[config.mk]
export PLATFORM = sky130hd
export DESIGN_NAME = trap_csr_unit_flat
export DESIGN_NICKNAME = d
export VERILOG_FILES = /design/src/rtl/trap_csr_unit_pkg.sv /design/src/rtl/trap_csr_unit_if.sv /design/src/rtl/trap_csr_unit_csr_counter64.sv /design/src/rtl/trap_csr_unit.sv /design/src/flat_wrapper.sv
export SDC_FILE = /design/constraint.sdc
export NUM_CORES = 1
export LEC_CHECK = 0
export BUFFER_PORTS_ARGS = -buffer_cell sky130_fd_sc_hd__buf_2
export CAP_MARGIN = 20
export CORE_UTILIZATION = 40
export CTS_CLUSTER_DIAMETER = 40
export CTS_CLUSTER_SIZE = 40
export DETAILED_ROUTE_END_ITERATION = 16
export SLEW_MARGIN = 10
export SYNTH_ARGS = -nofsm -noshare
export SYNTH_HDL_FRONTEND = slang
export SYNTH_SLANG_ARGS = --single-unit
[constraint.sdc]
create_clock -name clock -period 3.82 [get_ports clock]
set_input_delay 0.764 -clock clock [delete_from_list [all_inputs] [get_ports clock]]
set_output_delay 0.764 -clock clock [all_outputs]
set_load 0.1 [all_outputs]
[src/rtl/trap_csr_unit_pkg.sv]
// Shared definitions for the machine-mode trap/CSR unit and its neighbours.
// Holds the CSR operation encoding, CSR addresses, exception cause codes,
// mstatus bit positions and the Zicsr read-modify-write helper.
package trap_csr_unit_pkg;

    localparam int unsigned XLEN       = 32;
    localparam int unsigned CAUSE_W    = 4;
    localparam int unsigned CSR_ADDR_W = 12;

    // Zicsr operation, low two bits of funct3; CSR_NONE never writes.
    typedef enum logic [1:0] {
        CSR_NONE = 2'b00,
        CSR_RW   = 2'b01,
        CSR_RS   = 2'b10,
        CSR_RC   = 2'b11
    } csr_op_e;

    // CSR addresses
    localparam logic [CSR_ADDR_W-1:0] CSR_MSTATUS   = 12'h300;
    localparam logic [CSR_ADDR_W-1:0] CSR_MISA      = 12'h301;
    localparam logic [CSR_ADDR_W-1:0] CSR_MTVEC     = 12'h305;
    localparam logic [CSR_ADDR_W-1:0] CSR_MSCRATCH  = 12'h340;
    localparam logic [CSR_ADDR_W-1:0] CSR_MEPC      = 12'h341;
    localparam logic [CSR_ADDR_W-1:0] CSR_MCAUSE    = 12'h342;
    localparam logic [CSR_ADDR_W-1:0] CSR_MTVAL     = 12'h343;
    localparam logic [CSR_ADDR_W-1:0] CSR_MCYCLE    = 12'hB00;
    localparam logic [CSR_ADDR_W-1:0] CSR_MINSTRET  = 12'hB02;
    localparam logic [CSR_ADDR_W-1:0] CSR_MCYCLEH   = 12'hB80;
    localparam logic [CSR_ADDR_W-1:0] CSR_MINSTRETH = 12'hB82;
    localparam logic [CSR_ADDR_W-1:0] CSR_MHARTID   = 12'hF14;

    // Synchronous exception cause codes
    localparam logic [CAUSE_W-1:0] CAUSE_MISALIGNED_FETCH = 4'h0;
    localparam logic [CAUSE_W-1:0] CAUSE_FETCH_FAULT      = 4'h1;
    localparam logic [CAUSE_W-1:0] CAUSE_ILLEGAL          = 4'h2;
    localparam logic [CAUSE_W-1:0] CAUSE_BREAKPOINT       = 4'h3;
    localparam logic [CAUSE_W-1:0] CAUSE_MISALIGNED_LOAD  = 4'h4;
    localparam logic [CAUSE_W-1:0] CAUSE_LOAD_FAULT       = 4'h5;
    localparam logic [CAUSE_W-1:0] CAUSE_MISALIGNED_STORE = 4'h6;
    localparam logic [CAUSE_W-1:0] CAUSE_STORE_FAULT      = 4'h7;
    localparam logic [CAUSE_W-1:0] CAUSE_ECALL            = 4'hB;

    // mstatus bit positions
    localparam int unsigned MSTATUS_MIE_BIT  = 3;
    localparam int unsigned MSTATUS_MPIE_BIT = 7;
    localparam int unsigned MSTATUS_MPP_LO   = 11;
    localparam int unsigned MSTATUS_MPP_HI   = 12;

    // New CSR value for a read-modify-write operation.
    function automatic logic [XLEN-1:0] csr_apply(input csr_op_e op,
                                                  input logic [XLEN-1:0] old_val,
                                                  input logic [XLEN-1:0] data);
        case (op)
            CSR_RW:  return data;
            CSR_RS:  return old_val | data;
            CSR_RC:  return old_val & ~data;
            default: return old_val;
        endcase
    endfunction

endpackage

[src/rtl/trap_csr_unit_if.sv]
// Trap/CSR bus between the pipeline (hazard, execute, writeback) and the
// trap/CSR unit.
//   master: pipeline side, drives trap/mret/CSR/retire requests
//   slave : trap/CSR unit, returns read data, illegal flag, redirect, MIE
interface trap_csr_unit_if;
    import trap_csr_unit_pkg::*;

    logic                  trapValid;
    logic [CAUSE_W-1:0]    trapCause;
    logic [XLEN-1:0]       trapValue;
    logic [XLEN-1:0]       trapPc;
    logic                  mretValid;
    logic                  csrValid;
    logic [1:0]            csrOp;
    logic [CSR_ADDR_W-1:0] csrAddress;
    logic [XLEN-1:0]       csrWriteData;
    logic [XLEN-1:0]       csrReadData;
    logic                  csrIllegal;
    logic                  retireValid;
    logic                  redirectValid;
    logic [XLEN-1:0]       redirectPc;
    logic                  interruptEnable;

    modport master (
        output trapValid, trapCause, trapValue, trapPc, mretValid,
               csrValid, csrOp, csrAddress, csrWriteData, retireValid,
        input  csrReadData, csrIllegal, redirectValid, redirectPc, interruptEnable
    );

    modport slave (
        input  trapValid, trapCause, trapValue, trapPc, mretValid,
               csrValid, csrOp, csrAddress, csrWriteData, retireValid,
        output csrReadData, csrIllegal, redirectValid, redirectPc, interruptEnable
    );

endinterface

[src/rtl/trap_csr_unit_csr_counter64.sv]
// 64-bit free-running counter with a per-half write port.
//   clock, reset   : clock, synchronous active-low reset (clears to 0)
//   inc_en         : add one this cycle
//   wr_lo, wr_hi   : replace low/high word with wr_data; either blocks inc_en
//   count          : registered counter value
module csr_counter64 (
    input  logic        clock,
    input  logic        reset,
    input  logic        inc_en,
    input  logic        wr_lo,
    input  logic        wr_hi,
    input  logic [31:0] wr_data,
    output logic [63:0] count
);

    logic [63:0] count_q;
    logic [63:0] count_d;

    // A software write owns the counter for that cycle; no increment.
    always_comb begin
        count_d = count_q;
        if (wr_lo) begin
            count_d[31:0] = wr_data;
        end else if (wr_hi) begin
            count_d[63:32] = wr_data;
        end else if (inc_en) begin
            count_d = count_q + 64'd1;
        end
    end

    always_ff @(posedge clock) begin
        if (!reset) begin
            count_q <= '0;
        end else begin
            count_q <= count_d;
        end
    end

    assign count = count_q;

endmodule

[src/rtl/trap_csr_unit.sv]
// Machine-mode trap/CSR unit: consumer end of the hazard unit's trap path.
// Captures trap info into mepc/mcause/mtval, maintains mstatus.MIE/MPIE,
// serves Zicsr reads/writes from execute and issues a one-cycle registered
// redirect to mtvec (trap) or mepc (mret) for the fetch PC mux.
// Ports:
//   clock, reset : clock, synchronous active-low reset
//   bus (slave)  : trap/mret/CSR/retire requests in; csrReadData and
//                  csrIllegal (combinational), redirectValid/redirectPc and
//                  interruptEnable (registered) out
// Optional feature: define ZICNTR_EN to add the 64-bit mcycle/minstret
// counters; without it the counter addresses read 0 and ignore writes.
module trap_csr_unit
    import trap_csr_unit_pkg::*;
#(
    parameter logic [31:0] RESET_MTVEC = 32'h0000_0000,
    parameter logic [31:0] HART_ID     = 32'h0000_0000,
    parameter logic [31:0] MISA_VALUE  = 32'h4000_0100
) (
    input  logic            clock,
    input  logic            reset,
    trap_csr_unit_if.slave  bus
);

    // Architectural state
    logic            mie_q, mie_d;
    logic            mpie_q, mpie_d;
    logic [XLEN-1:0] mtvec_q, mtvec_d;
    logic [XLEN-1:0] mscratch_q, mscratch_d;
    logic [XLEN-1:0] mepc_q, mepc_d;
    logic [XLEN-1:0] mcause_q, mcause_d;
    logic [XLEN-1:0] mtval_q, mtval_d;
    logic            redirect_valid_q, redirect_valid_d;
    logic [XLEN-1:0] redirect_pc_q, redirect_pc_d;

    // Decode
    csr_op_e         op_c;
    logic [XLEN-1:0] mstatus_rd_c;
    logic [XLEN-1:0] rdata_c;
    logic [XLEN-1:0] wval_c;
    logic            known_c;
    logic            read_only_c;
    logic            has_data_c;
    logic            illegal_c;
    logic            wr_req_c;

`ifdef ZICNTR_EN
    logic [63:0]     mcycle_c;
    logic [63:0]     minstret_c;
`endif

    assign op_c        = csr_op_e'(bus.csrOp);
    assign read_only_c = (bus.csrAddress[11:10] == 2'b11);
    assign has_data_c  = (bus.csrWriteData != '0);

    // mstatus view: only MIE/MPIE are stored, MPP is hardwired to M-mode.
    always_comb begin
        mstatus_rd_c                                  = '0;
        mstatus_rd_c[MSTATUS_MIE_BIT]                 = mie_q;
        mstatus_rd_c[MSTATUS_MPIE_BIT]                = mpie_q;
        mstatus_rd_c[MSTATUS_MPP_HI:MSTATUS_MPP_LO]   = 2'b11;
    end

    // Read mux; also flags whether the address is implemented.
    always_comb begin
        known_c = 1'b1;
        rdata_c = '0;
        case (bus.csrAddress)
            CSR_MSTATUS:  rdata_c = mstatus_rd_c;
            CSR_MISA:     rdata_c = MISA_VALUE;
            CSR_MHARTID:  rdata_c = HART_ID;
            CSR_MTVEC:    rdata_c = mtvec_q & ~32'h3;
            CSR_MSCRATCH: rdata_c = mscratch_q;
            CSR_MEPC:     rdata_c = mepc_q;
            CSR_MCAUSE:   rdata_c = mcause_q;
            CSR_MTVAL:    rdata_c = mtval_q;
`ifdef ZICNTR_EN
            CSR_MCYCLE:    rdata_c = mcycle_c[31:0];
            CSR_MCYCLEH:   rdata_c = mcycle_c[63:32];
            CSR_MINSTRET:  rdata_c = minstret_c[31:0];
            CSR_MINSTRETH: rdata_c = minstret_c[63:32];
`else
            CSR_MCYCLE, CSR_MCYCLEH, CSR_MINSTRET, CSR_MINSTRETH: rdata_c = '0;
`endif
            default:      known_c = 1'b0;
        endcase
    end

    // Set/clear with a zero operand is a pure read, so it is legal on
    // read-only CSRs and performs no write.
    assign illegal_c = bus.csrValid &&
                       (!known_c ||
                        (read_only_c && ((op_c == CSR_RW) ||
                                         (((op_c == CSR_RS) || (op_c == CSR_RC)) && has_data_c))));

    assign wr_req_c = bus.csrValid && !illegal_c && !bus.trapValid &&
                      ((op_c == CSR_RW) ||
                       (((op_c == CSR_RS) || (op_c == CSR_RC)) && has_data_c));

    assign wval_c = csr_apply(op_c, rdata_c, bus.csrWriteData);

    // Next state: CSR write first, then mret, then trap overrides.
    always_comb begin
        mie_d            = mie_q;
        mpie_d           = mpie_q;
        mtvec_d          = mtvec_q;
        mscratch_d       = mscratch_q;
        mepc_d           = mepc_q;
        mcause_d         = mcause_q;
        mtval_d          = mtval_q;
        redirect_valid_d = 1'b0;
        redirect_pc_d    = redirect_pc_q;

        // mret owns mstatus and reads mepc/mtvec-side state, so software
        // writes to those are dropped in the same cycle.
        if (wr_req_c) begin
            case (bus.csrAddress)
                CSR_MSTATUS: begin
                    if (!bus.mretValid) begin
                        mie_d  = wval_c[MSTATUS_MIE_BIT];
                        mpie_d = wval_c[MSTATUS_MPIE_BIT];
                    end
                end
                CSR_MTVEC:    if (!bus.mretValid) mtvec_d = wval_c;
                CSR_MEPC:     if (!bus.mretValid) mepc_d = wval_c & ~32'h3;
                CSR_MSCRATCH: mscratch_d = wval_c;
                CSR_MCAUSE:   mcause_d   = wval_c;
                CSR_MTVAL:    mtval_d    = wval_c;
                default: ;
            endcase
        end

        if (bus.trapValid) begin
            mepc_d           = bus.trapPc & ~32'h3;
            mcause_d         = {28'b0, bus.trapCause};
            mtval_d          = bus.trapValue;
            mpie_d           = mie_q;
            mie_d            = 1'b0;
            redirect_valid_d = 1'b1;
            redirect_pc_d    = mtvec_q & ~32'h3;
        end else if (bus.mretValid) begin
            mie_d            = mpie_q;
            mpie_d           = 1'b1;
            redirect_valid_d = 1'b1;
            redirect_pc_d    = mepc_q;
        end
    end

    always_ff @(posedge clock) begin
        if (!reset) begin
            mie_q            <= 1'b0;
            mpie_q           <= 1'b0;
            mtvec_q          <= RESET_MTVEC;
            mscratch_q       <= '0;
            mepc_q           <= '0;
            mcause_q         <= '0;
            mtval_q          <= '0;
            redirect_valid_q <= 1'b0;
            redirect_pc_q    <= '0;
        end else begin
            mie_q            <= mie_d;
            mpie_q           <= mpie_d;
            mtvec_q          <= mtvec_d;
            mscratch_q       <= mscratch_d;
            mepc_q           <= mepc_d;
            mcause_q         <= mcause_d;
            mtval_q          <= mtval_d;
            redirect_valid_q <= redirect_valid_d;
            redirect_pc_q    <= redirect_pc_d;
        end
    end

`ifdef ZICNTR_EN
    // mcycle ticks every cycle; minstret skips instructions that trapped.
    csr_counter64 u_mcycle (
        .clock   (clock),
        .reset   (reset),
        .inc_en  (1'b1),
        .wr_lo   (wr_req_c && (bus.csrAddress == CSR_MCYCLE)),
        .wr_hi   (wr_req_c && (bus.csrAddress == CSR_MCYCLEH)),
        .wr_data (wval_c),
        .count   (mcycle_c)
    );

    csr_counter64 u_minstret (
        .clock   (clock),
        .reset   (reset),
        .inc_en  (bus.retireValid && !bus.trapValid),
        .wr_lo   (wr_req_c && (bus.csrAddress == CSR_MINSTRET)),
        .wr_hi   (wr_req_c && (bus.csrAddress == CSR_MINSTRETH)),
        .wr_data (wval_c),
        .count   (minstret_c)
    );
`else
    logic unused_retire;
    assign unused_retire = bus.retireValid;
`endif

    assign bus.csrReadData     = bus.csrValid ? rdata_c : '0;
    assign bus.csrIllegal      = illegal_c;
    assign bus.redirectValid   = redirect_valid_q;
    assign bus.redirectPc      = redirect_pc_q;
    assign bus.interruptEnable = mie_q;

endmodule

[src/flat_wrapper.sv]
// flat-port wrapper written by rule: the top's interface ports become plain ports
module trap_csr_unit_flat import trap_csr_unit_pkg::*;
#(
    parameter logic [31:0] RESET_MTVEC = 32'h0000_0000,
    parameter logic [31:0] HART_ID     = 32'h0000_0000,
    parameter logic [31:0] MISA_VALUE  = 32'h4000_0100
)
  (clock, reset, bus_trapValid, bus_trapCause, bus_trapValue, bus_trapPc, bus_mretValid, bus_csrValid, bus_csrOp, bus_csrAddress, bus_csrWriteData, bus_retireValid, bus_csrReadData, bus_csrIllegal, bus_redirectValid, bus_redirectPc, bus_interruptEnable);
  trap_csr_unit_if bus_i ();
  input  logic clock;
  input  logic reset;
  input wire logic [$bits(bus_i.trapValid)-1:0] bus_trapValid;
  input wire logic [$bits(bus_i.trapCause)-1:0] bus_trapCause;
  input wire logic [$bits(bus_i.trapValue)-1:0] bus_trapValue;
  input wire logic [$bits(bus_i.trapPc)-1:0] bus_trapPc;
  input wire logic [$bits(bus_i.mretValid)-1:0] bus_mretValid;
  input wire logic [$bits(bus_i.csrValid)-1:0] bus_csrValid;
  input wire logic [$bits(bus_i.csrOp)-1:0] bus_csrOp;
  input wire logic [$bits(bus_i.csrAddress)-1:0] bus_csrAddress;
  input wire logic [$bits(bus_i.csrWriteData)-1:0] bus_csrWriteData;
  input wire logic [$bits(bus_i.retireValid)-1:0] bus_retireValid;
  output wire logic [$bits(bus_i.csrReadData)-1:0] bus_csrReadData;
  output wire logic [$bits(bus_i.csrIllegal)-1:0] bus_csrIllegal;
  output wire logic [$bits(bus_i.redirectValid)-1:0] bus_redirectValid;
  output wire logic [$bits(bus_i.redirectPc)-1:0] bus_redirectPc;
  output wire logic [$bits(bus_i.interruptEnable)-1:0] bus_interruptEnable;
  assign bus_i.trapValid = bus_trapValid;
  assign bus_i.trapCause = bus_trapCause;
  assign bus_i.trapValue = bus_trapValue;
  assign bus_i.trapPc = bus_trapPc;
  assign bus_i.mretValid = bus_mretValid;
  assign bus_i.csrValid = bus_csrValid;
  assign bus_i.csrOp = bus_csrOp;
  assign bus_i.csrAddress = bus_csrAddress;
  assign bus_i.csrWriteData = bus_csrWriteData;
  assign bus_i.retireValid = bus_retireValid;
  assign bus_csrReadData = bus_i.csrReadData;
  assign bus_csrIllegal = bus_i.csrIllegal;
  assign bus_redirectValid = bus_i.redirectValid;
  assign bus_redirectPc = bus_i.redirectPc;
  assign bus_interruptEnable = bus_i.interruptEnable;
  trap_csr_unit #(.RESET_MTVEC(RESET_MTVEC), .HART_ID(HART_ID), .MISA_VALUE(MISA_VALUE)) u_core (.clock(clock), .reset(reset), .bus(bus_i));
endmodule
==> results.toml, run 1 <==
[status]
status = "finished clean"

[critical_path]
start_kind = "primary input"
worst-setup-path-type = "in -> out"
timing.critical_path.to_type = "output port"
worst-endpoint-required_ns = 3.06
worstPathArrival_ns = 2.90
critical_path_peak_fanout = 19

[synth]
synth_warnings = 0
synth.lib_cells_used.distinct = 64
synth-seq-area-share_pct = 38.00
asyncSetResetFlopFracSynth_pct = 0
synth_cells = 1203
synth-edff-count = 0
syn_avg_cell_area_um2 = 8.277
postSynthRegisterBits = 189
synthFlopType = "sky130_fd_sc_hd__dfxtp_1"
mappedNetlistArea_um2 = 9957

[clocking]
cts_tree = "built"
clock_sink_count = 189
clk_path_buf_depth = 2
post_cts.repair.setup_buffers = 0
number_of_buffers_inserted_during_clock_tree_synthesis = 17
cts_root_buf = "sky130_fd_sc_hd__clkbuf_16"
clk_pin_slew_ns = 0.07
clk-insertion-delay-late_ns = 0.43
number_of_levels_the_h_tree_was_split_into = 4

[timing]
period_share_pct = 96.04
clock.fmax_ghz = 0.2726
timing_hold_violations_final = 0
fin_setup_tns_ns = 0
post-route-worst-setup-slack_ns = 0.1511
maxSlewHeadroom_pct = 25.59
unrepaired_setup_endpoints_after_global_routing = "false"
worst_pin_slew_ns = 1.108
timing.final.max_slew_violations = 0
fin_skew_ns = 0.007948
report.final.setup_viol = 0
min_period_ns = 3.669

[cells_and_area]
finalCoreUtilization_pct = 50.64
most_frequent_cells_in_the_layout = "sky130_fd_sc_hd__dfxtp_1 (189), sky130_fd_sc_hd__buf_2 (147), sky130_fd_sc_hd__a21oi_1 (125)"
multi_input_area_um2 = 5767
combined_flip_flop_and_latch_cell_area_um2 = 3784
post-route-cell-area_um2 = 12350
final.fill_count = 2397
final_common_cell = "sky130_fd_sc_hd__dfxtp_1"
antenna_diodes = 0
layout_cell_share_with_drive_strength_beyond_1_pct = 23.36
syn_to_final_growth_pct = 24.04
layout.nets = 1464

[run]
max_cap_violations = 0

[worst_hold_path]
min_path_type = "reg -> reg"

[global_route]
global_route_wire_length_before_repair_um = 56700
antenna_found_initial = 0
grt_max_degree = 72
gr_overflow_total = 0
grt_util_all_layers_pct = 28.73
grt_pass1_vias = 9578

[die]
die_ar_um2 = 25530
floorplan.die.width_um = 159.8
fp-row-count = 57
die_y_um = 159.8
design.core.area_um2 = 24390
ios = 187
initial_utilization_pct = 40.82

[pwr]
switchingPower_mw = 1.313
power.share.clock_pct = 41.2
ir_worst_vdd_mv = 0.2692
power.switching_fraction_pct = 28.96
p_int_mw = 3.221
design_power_total_mw = 4.534
static-leakage-power_nw = 4.816
power-per-cell-area_nw_per_um2 = 367.1
share_comb_of_total_power_pct = 13.5
share_seq_of_total_power_pct = 45.3

[route]
antenna_left = 0
remaining_drc_errors = 0
detailedRoute.firstPassIterationCount = 8
finalWirelength_um = 37170
drt-vias-per-instance = 6.109
routed_wire_length_per_instance_um = 22.11
initialDrtViolationCount = 964
total_via_count_in_the_routed_design = 10270

[place]
placement.setup.worst_slack_ns = 0.1635
weighted_congestion_at_the_end_of_routability_driven_global_placement = 0.9204
port_buffers = 181
hpwlAfterDp_um = 24490
dpl-instance-area_um2 = 11750
final cells by class:
class / instances / area share (%)
clock inverters: 14 / 1.398
well taps: 324 / 3.282
repair buffers: 230 / 14.24
clock buffers: 18 / 3.475
flip-flops and latches: 189 / 30.64
multi-input cells: 897 / 46.69
inverters: 9 / 0.2735
per-stage QoR:
step	std cells	hold slack, ns
after detailed placement	1649	0.4622
after CTS	1681	0.4730
final	1681	0.4709
after global placement	1649	0.4486
after global routing	1681	0.4951
after floorplan	1204	0.4346
power by group through the flow:
stage          clock network, mW  registers (mW)  logic, mW
2_1_floorplan                  0            2.14      0.341
3_3_place_gp                   0            2.10      0.595
4_1_cts                     1.88            2.05      0.603
5_1_grt                     1.95            2.06      0.651
6_report                    1.87            2.06      0.611
3_5_place_dp                   0            2.10      0.600
flip-flops by register name (all words and copies together) (netlist names):
signal / count
u_core.bus.interruptEnable: 1
u_core.mscratch_q: 32
u_core.bus.redirectValid: 1
u_core.mepc_q: 30
u_core.mcause_q: 32
u_core.mtvec_q: 30
u_core.bus.redirectPc: 30
u_core.mpie_q: 1
u_core.mtval_q: 32
cell usage after synthesis, types with 2 or more instances:
master | instances | area [µm²]
sky130_fd_sc_hd__clkbuf_1 | 71 | 266.5
sky130_fd_sc_hd__nand4b_1 | 2 | 17.52
sky130_fd_sc_hd__o22ai_1 | 20 | 125.1
sky130_fd_sc_hd__o32a_1 | 3 | 30.03
sky130_fd_sc_hd__nor2_1 | 109 | 409.1
sky130_fd_sc_hd__inv_1 | 7 | 26.28
sky130_fd_sc_hd__nor3_1 | 11 | 55.05
sky130_fd_sc_hd__clkinv_1 | 2 | 7.510
sky130_fd_sc_hd__buf_2 | 16 | 80.08
sky130_fd_sc_hd__dfxtp_1 | 189 | 3784
sky130_fd_sc_hd__a22oi_1 | 24 | 180.2
sky130_fd_sc_hd__and2_1 | 6 | 37.54
sky130_fd_sc_hd__a21o_1 | 8 | 60.06
sky130_fd_sc_hd__or2_2 | 4 | 25.02
sky130_fd_sc_hd__or3_1 | 3 | 18.77
sky130_fd_sc_hd__o221ai_1 | 48 | 420.4
sky130_fd_sc_hd__nand4_1 | 15 | 93.84
sky130_fd_sc_hd__a31oi_1 | 2 | 12.51
sky130_fd_sc_hd__a21boi_0 | 6 | 45.04
sky130_fd_sc_hd__o211ai_1 | 7 | 52.55
sky130_fd_sc_hd__nor4_1 | 14 | 87.58
sky130_fd_sc_hd__o21ai_0 | 108 | 540.5
sky130_fd_sc_hd__mux4_2 | 2 | 45.04
sky130_fd_sc_hd__mux2i_1 | 86 | 860.8
sky130_fd_sc_hd__and3_1 | 3 | 18.77
sky130_fd_sc_hd__a222oi_1 | 9 | 90.09
sky130_fd_sc_hd__mux2_2 | 19 | 214.0
sky130_fd_sc_hd__nand2b_1 | 9 | 56.30
sky130_fd_sc_hd__buf_4 | 5 | 37.54
sky130_fd_sc_hd__nand3_1 | 74 | 370.4
sky130_fd_sc_hd__o21a_1 | 17 | 127.6
sky130_fd_sc_hd__o2bb2ai_1 | 2 | 17.52
sky130_fd_sc_hd__a21oi_1 | 125 | 625.6
sky130_fd_sc_hd__nand2_1 | 77 | 289.0
sky130_fd_sc_hd__nor2b_1 | 16 | 100.1
sky130_fd_sc_hd__a22o_1 | 8 | 70.07
sky130_fd_sc_hd__xnor2_1 | 22 | 192.7
sky130_fd_sc_hd__a211oi_1 | 3 | 22.52
sky130_fd_sc_hd__buf_1 | 17 | 63.81
sky130_fd_sc_hd__nor4_4 | 5 | 106.4
sky130_fd_sc_hd__a32oi_1 | 6 | 52.55
timing repair:
item | 4_1_cts | 5_1_grt
hold endpoints to repair | 0 | 0
endpoints found under the setup margin | 0 | 1
hold buffers | 0 | 0
gates resized for setup | 0 | 1
kinds of logic after synthesis:
group	after synthesis	share of synthesized area, %
other cells	1	0.03766
xor+xnor	23	2.023
mux	107	11.25
flops	189	38.00
compound gates	404	25.66
buf+inv	118	4.838
simple gates	361	18.20
critical path, cell delays in order:
cell and delay, ns:
sky130_fd_sc_hd__buf_2 0.12, sky130_fd_sc_hd__or4_4 0.58, sky130_fd_sc_hd__nor3_4 0.30, sky130_fd_sc_hd__nand2_4 0.25
sky130_fd_sc_hd__o21ai_0 0.41, sky130_fd_sc_hd__a21oi_1 0.09, sky130_fd_sc_hd__nor2b_2 0.19, sky130_fd_sc_hd__buf_12 0.19
routing by layer:
metal	GRT usage [%]	routed length, µm	vias up
met5	0	0	-
met4	9.957	1032	0
met3	4.753	2996	68
met2	46.57	17230	524
met1	38.59	15910	4937
li1	-	-	4741
path summary, 6_finish.rpt:
path	end	depth (start not counted)	from	slack, ns
hold reg to reg	u_core.mscratch_q[12]$_SDFFE_PN0P_	2	u_core.mscratch_q[12]$_SDFFE_PN0P_	0.47
hold / removal	u_core.mscratch_q[12]$_SDFFE_PN0P_	2	u_core.mscratch_q[12]$_SDFFE_PN0P_	0.47
setup / recovery	bus_csrReadData[14]	8	bus_csrAddress[5]	0.15
setup reg to reg	u_core.bus.interruptEnable$_SDFFE_PP0P_	7	u_core.mepc_q[3]$_SDFFE_PN0P_	1.90
No activity file was read; power rests on OpenSTA's default activity.
==> inputs of run 2 (changes only) <==
- ABC_AREA: unset -> 1
- SKIP_CTS_REPAIR_TIMING: unset -> 1
==> results.toml, run 2 <==
[die]
die_ar_um2 = 28530
design.core.area_um2 = 27180
floorplan.die.width_um = 168.9
ios = 187
fp-row-count = 60
initial_utilization_pct = 41.00
die_y_um = 168.9

[timing]
unrepaired_setup_endpoints_after_global_routing = "false"
fin_setup_tns_ns = 0
timing_hold_violations_final = 0
report.final.setup_viol = 0
period_share_pct = 90.44
worst_pin_slew_ns = 0.9642
fin_skew_ns = 0.01805
min_period_ns = 3.455
maxSlewHeadroom_pct = 35.65
timing.final.max_slew_violations = 0
clock.fmax_ghz = 0.2894

[critical_path]
critical_path_peak_fanout = 17
start_kind = "primary input"
worst-path-buf-inv = 4
r2r_start = "u_core.mtvec_q[10]$_SDFFE_PN0P_"
cp-startpoint = "bus_csrAddress[0]"
register_to_register_path_setup_slack_ns = 2.11
cpLargestDelayFamily = "buffers and inverters"
crit_slowest_cell = "sky130_fd_sc_hd__clkinv_1"
ff2ff_path_depth = 10
cp_dominant_cell_by_count = "sky130_fd_sc_hd__nand2_1"
timing.rr.end = "u_core.mepc_q[10]$_SDFFE_PN0P_"
delay_of_the_slowest_critical_path_stage_ns = 0.54
worstPathArrival_ns = 2.69
worst-endpoint-required_ns = 3.06
crit_path_cell_trace = "buf_2 > nor2_1 > nand2_1 > inv_1 > nand2_1 > clkinv_1 > a211oi_1 > a31oi_1 > buf_12"
timing.critical_path.to_type = "output port"
worst-setup-path-type = "in -> out"

[cells_and_area]
finalCoreUtilization_pct = 49.35
reg_top3 = "u_core.mcause_q: 32 flops, u_core.mscratch_q: 32 flops, u_core.mtval_q: 32 flops"
layout_cell_share_with_drive_strength_beyond_1_pct = 15.06
antenna_diodes = 0
final.fill_count = 2985
post-route-cell-area_um2 = 13410
stdcell_count = 2451
syn_to_final_growth_pct = 20.35
most_frequent_cells_in_the_layout = "sky130_fd_sc_hd__nand2_1 (718), sky130_fd_sc_hd__nor2_1 (369), sky130_fd_sc_hd__dfxtp_1 (189)"
layout.nets = 2186
final_common_cell = "sky130_fd_sc_hd__nand2_1"

[clocking]
clk_path_buf_depth = 2
number_of_buffers_inserted_during_clock_tree_synthesis = 17
cts_root_buf = "sky130_fd_sc_hd__clkbuf_16"
clk-insertion-delay-late_ns = 0.45
cts_tree = "built"
clock_sink_count = 189
number_of_levels_the_h_tree_was_split_into = 4
clk_pin_slew_ns = 0.07

[synth]
synth_cells = 1944
synthFlopType = "sky130_fd_sc_hd__dfxtp_1"
synth_simple_gate_area_share_pct = 47.38
asyncSetResetFlopFracSynth_pct = 0
postSynthRegisterBits = 189
yosys-mux-area-fraction_pct = 0
synth-compound-area-share_pct = 6.861
synth.lib_cells_used.distinct = 33
synth_top_family_by_area = "simple AND/OR/NAND/NOR gates"
synth_warnings = 0
ys_top_cells_by_area = "sky130_fd_sc_hd__dfxtp_1 (34%), sky130_fd_sc_hd__nand2_1 (24%), sky130_fd_sc_hd__nor2_1 (12%)"
synth-seq-area-share_pct = 33.95
syn_avg_cell_area_um2 = 5.732
synth-edff-count = 0
synth.top_cells.by_count = "sky130_fd_sc_hd__nand2_1 (718), sky130_fd_sc_hd__nor2_1 (371), sky130_fd_sc_hd__dfxtp_1 (189), sky130_fd_sc_hd__inv_1 (187), sky130_fd_sc_hd__nand3_1 (144)"
synth-xor-area-share_pct = 0
yosysMostFrequentCell = "sky130_fd_sc_hd__nand2_1"
post_synthesis_share_of_cell_area_spent_on_full_adders_half_adders_and_majority_gates_pct = 0
yosysTopAreaCellShare_pct = 33.95
netlist.top_cell.by_area = "sky130_fd_sc_hd__dfxtp_1"
mappedNetlistArea_um2 = 11140

[route]
antenna_left = 0
total_via_count_in_the_routed_design = 12240
detailedRoute.firstPassIterationCount = 5
initialDrtViolationCount = 846
routed_wire_length_per_instance_um = 16.00
finalWirelength_um = 39210
remaining_drc_errors = 0
drt-vias-per-instance = 4.993

[pwr]
ir_worst_vdd_mv = 0.2952
static-leakage-power_nw = 6.909
power-per-cell-area_nw_per_um2 = 328.9
design_power_total_mw = 4.410

[worst_hold_path]
hold_path_end = "u_core.mcause_q[2]$_SDFFE_PN0P_"
holdCritStartpoint = "u_core.mcause_q[2]$_SDFFE_PN0P_"
timing.hold.worst_path_depth = 2
min_path_type = "reg -> reg"

[place]
port_buffers = 181
placed_cells = 2419
dpl-instance-area_um2 = 12830
hpwlAfterDp_um = 27810
weighted_congestion_at_the_end_of_routability_driven_global_placement = 0.9202

[global_route]
grt_max_degree = 74
gr_overflow_total = 0
grt_util_all_layers_pct = 27.52
grt_pass1_vias = 11440
global_route_wire_length_before_repair_um = 60440
antenna_found_initial = 0

[run]
max_cap_violations = 0

[status]
status = "finished clean"
==> run 2: cell families (layout without fill, tap and decap cells) <==
family          after synthesis  count (layout)
flops                       189             189
simple gates               1292            1292
buf+inv                     313             447
compound gates              149             149
other cells                   1               2
==> run 2: how the worst max path moves through the flow <==
stage	to	slack, ns	depth (start not counted)
finish	bus_csrReadData[12]	0.37	9
CTS	bus_csrReadData[12]	0.39	9
global route	bus_csrIllegal	0.28	12
detailed placement	bus_csrReadData[12]	0.39	9
floorplan	bus_csrReadData[11]	-0.12	7
global placement	bus_csrIllegal	0.42	12
==> run 2: area by class of cell <==
cell class | instances | area [µm²] | area share [%]
multi-input combinational | 1443 | 6156 | 45.90
sequential | 189 | 3784 | 28.21
timing repair buffer | 213 | 1667 | 12.43
inverter | 202 | 758.2 | 5.654
tap | 372 | 465.4 | 3.471
clock buffer | 18 | 429.2 | 3.200
clock inverter | 14 | 151.4 | 1.129
==> run 2: layer usage <==
metal / share of wire, % / wire length [µm] / global-route usage (%)
met1: 40 / 15830 / 31.40
met2: 50 / 19800 / 50.70
met3: 4.8 / 1871 / 2.993
met4: 4.4 / 1714 / 13.64
met5: 0 / 0 / 0
==> run 2: per-stage QoR <==
stage	hold slack [ns]	setup slack [ns]
6_report	0.4857	0.3651
5_1_grt	0.5165	0.2765
4_1_cts	0.4885	0.3930
3_5_place_dp	0.4780	0.3941
3_3_place_gp	0.4696	0.4196
2_1_floorplan	0.4525	-0.1209
==> run 2: worst min-delay path: cells and delay by family (launching register included) <==
kind	cells	cell delay [ns]
AOI/OAI and AO/OA	1	0.06
and+or+nand+nor	1	0.07
DFF	1	0.31
==> run 2: power breakdown <==
group	leakage, nW	internal [mW]	switching, mW	total (mW)
Combinational	5.09	0.156	0.424	0.580
Sequential	1.54	2.02	0.0227	2.04
Clock	0.280	0.875	0.913	1.79
==> inputs of run 3 (changes only) <==
- RECOVER_POWER: unset -> 25
- clock period: 3.82 -> 4.3 ns (I/O delays scaled with it)
==> results.toml, run 3 (same netlist as run 2, synthesis figures left out) <==
[status]
status = "complete, but fails checks"
failed_checks = "max-capacitance violations, max-slew violations"

[clocking]
clk_pin_slew_ns = 0.07
number_of_buffers_inserted_during_clock_tree_synthesis = 17
cts_tree = "built"
cts_root_buf = "sky130_fd_sc_hd__clkbuf_16"
clk-insertion-delay-late_ns = 0.44
clock_sink_count = 189
clk_path_buf_depth = 2
number_of_levels_the_h_tree_was_split_into = 4

[global_route]
gr_overflow_total = 0
global_route_wire_length_before_repair_um = 60960
grt_pass1_vias = 11440
antenna_found_initial = 0
grt_util_all_layers_pct = 27.79
grt_max_degree = 69

[critical_path]
ff2ff_path_depth = 10
critical_path_peak_fanout = 28
worst-endpoint-required_ns = 3.44
worst-setup-path-type = "in -> out"
crit_path_cell_trace = "buf_2 > nor2_1 > nand2_1 > nor2_2 > buf_4 > nand3_1 > nand2_1 > nor2_1 > a21oi_1 > buf_12"
worstPathArrival_ns = 2.93
start_kind = "primary input"
timing.critical_path.to_type = "output port"
crit_slowest_cell = "sky130_fd_sc_hd__a21oi_1"
delay_of_the_slowest_critical_path_stage_ns = 0.42

[cells_and_area]
layout_cell_share_with_drive_strength_beyond_1_pct = 12.22
antenna_diodes = 0
most_frequent_cells_in_the_layout = "sky130_fd_sc_hd__nand2_1 (718), sky130_fd_sc_hd__nor2_1 (369), sky130_fd_sc_hd__dfxtp_1 (189)"
final_common_cell = "sky130_fd_sc_hd__nand2_1"
layout.nets = 2185
post-route-cell-area_um2 = 13280
finalCoreUtilization_pct = 48.85
syn_to_final_growth_pct = 19.14
stdcell_count = 2450
reg_top3 = "u_core.mcause_q: 32 flops, u_core.mscratch_q: 32 flops, u_core.mtval_q: 32 flops"

[timing]
fin_setup_tns_ns = 0
unrepaired_setup_endpoints_after_global_routing = "false"
clock.fmax_ghz = 0.2636
period_share_pct = 88.21
timing_hold_violations_final = 0
report.final.setup_viol = 0
maxSlewHeadroom_pct = -6.237
timing.final.max_slew_violations = 45
fin_skew_ns = 0.01452
worst_pin_slew_ns = 1.594
min_period_ns = 3.793

[die]
die_ar_um2 = 28530
fp-row-count = 60
floorplan.die.width_um = 168.9
initial_utilization_pct = 41.00
die_y_um = 168.9
design.core.area_um2 = 27180
ios = 187

[route]
initialDrtViolationCount = 848
routed_wire_length_per_instance_um = 16.21
remaining_drc_errors = 0
detailedRoute.firstPassIterationCount = 5
antenna_left = 0
drt-vias-per-instance = 4.972
total_via_count_in_the_routed_design = 12180
finalWirelength_um = 39720

[place]
dpl-instance-area_um2 = 12720
port_buffers = 181
weighted_congestion_at_the_end_of_routability_driven_global_placement = 0.9537
placed_cells = 2418
hpwlAfterDp_um = 27940

[pwr]
power-per-cell-area_nw_per_um2 = 300.7
ir_worst_vdd_mv = 0.2007
switchingPower_mw = 1.211
design_power_total_mw = 3.992
static-leakage-power_nw = 6.775
power.share.clock_pct = 41.6
power.switching_fraction_pct = 30.33
share_comb_of_total_power_pct = 12.9
p_int_mw = 2.781
share_seq_of_total_power_pct = 45.5

[worst_hold_path]
timing.hold.worst_path_depth = 2
min_path_type = "reg -> reg"

[run]
max_cap_violations = 1
-- run 3: changes by cell type in the layout (fill, tap and decap cells not counted), sizes merged --
cell and delta:
buf -36, bufinv +1, inv +1, clkinv -2, clkbuf +35
-- run 3: power groups by stage --
stage                     logic (mW)  registers (mW)  clock network [mW]
after CTS                      0.516            1.82                1.68
final                          0.515            1.82                1.66
after detailed placement       0.514            1.86                   0
after floorplan                0.286            1.90                   0
after global placement         0.511            1.86                   0
after global routing           0.568            1.82                1.75
-- run 3: worst max-delay path, delay by kind of cell --
family	cells	cell delay, ns
simple gates	6	0.88
compound gates	1	0.42
buf+inv	3	0.73
-- run 3: per-stage QoR --
| stage | hold slack [ns] | setup WS (ns) |
|---|---|---|
| 2_1_floorplan | 0.4525 | 0.1671 |
| 3_3_place_gp | 0.4706 | 0.5674 |
| 3_5_place_dp | 0.4764 | 0.5607 |
| 4_1_cts | 0.4870 | 0.5587 |
| 5_1_grt | 0.5075 | 0.4000 |
| 6_report | 0.4839 | 0.5070 |
-- run 3: cell type report --
type	instances	area (µm²)
fill	2984	13900
sequential	189	3784
clock inverter	14	170.2
timing repair buffer	212	1598
multi-input combinational	1443	6062
tap	372	465.4
inverter	202	758.2
clock buffer	18	439.2
-- run 3: final timing paths --
path	from	end	slack, ns
min	u_core.mtvec_q[14]$_SDFFE_PN0P_	u_core.mtvec_q[14]$_SDFFE_PN0P_	0.48
max reg2reg	u_core.mtvec_q[9]$_SDFFE_PN0P_	u_core.mepc_q[9]$_SDFFE_PN0P_	2.57
max	bus_csrAddress[5]	bus_csrReadData[13]	0.51
min reg2reg	u_core.mtvec_q[14]$_SDFFE_PN0P_	u_core.mtvec_q[14]$_SDFFE_PN0P_	0.48
-- run 3: per-layer routing --
metal	wire length [µm]	vias to the layer above	share of wire, %	track usage (%)
li1	-	6144	-	-
met1	16500	5569	42	32.40
met2	19360	391	49	49.64
met3	1969	77	5.0	3.741
met4	1887	0	4.8	14.11
met5	0	-	0	0
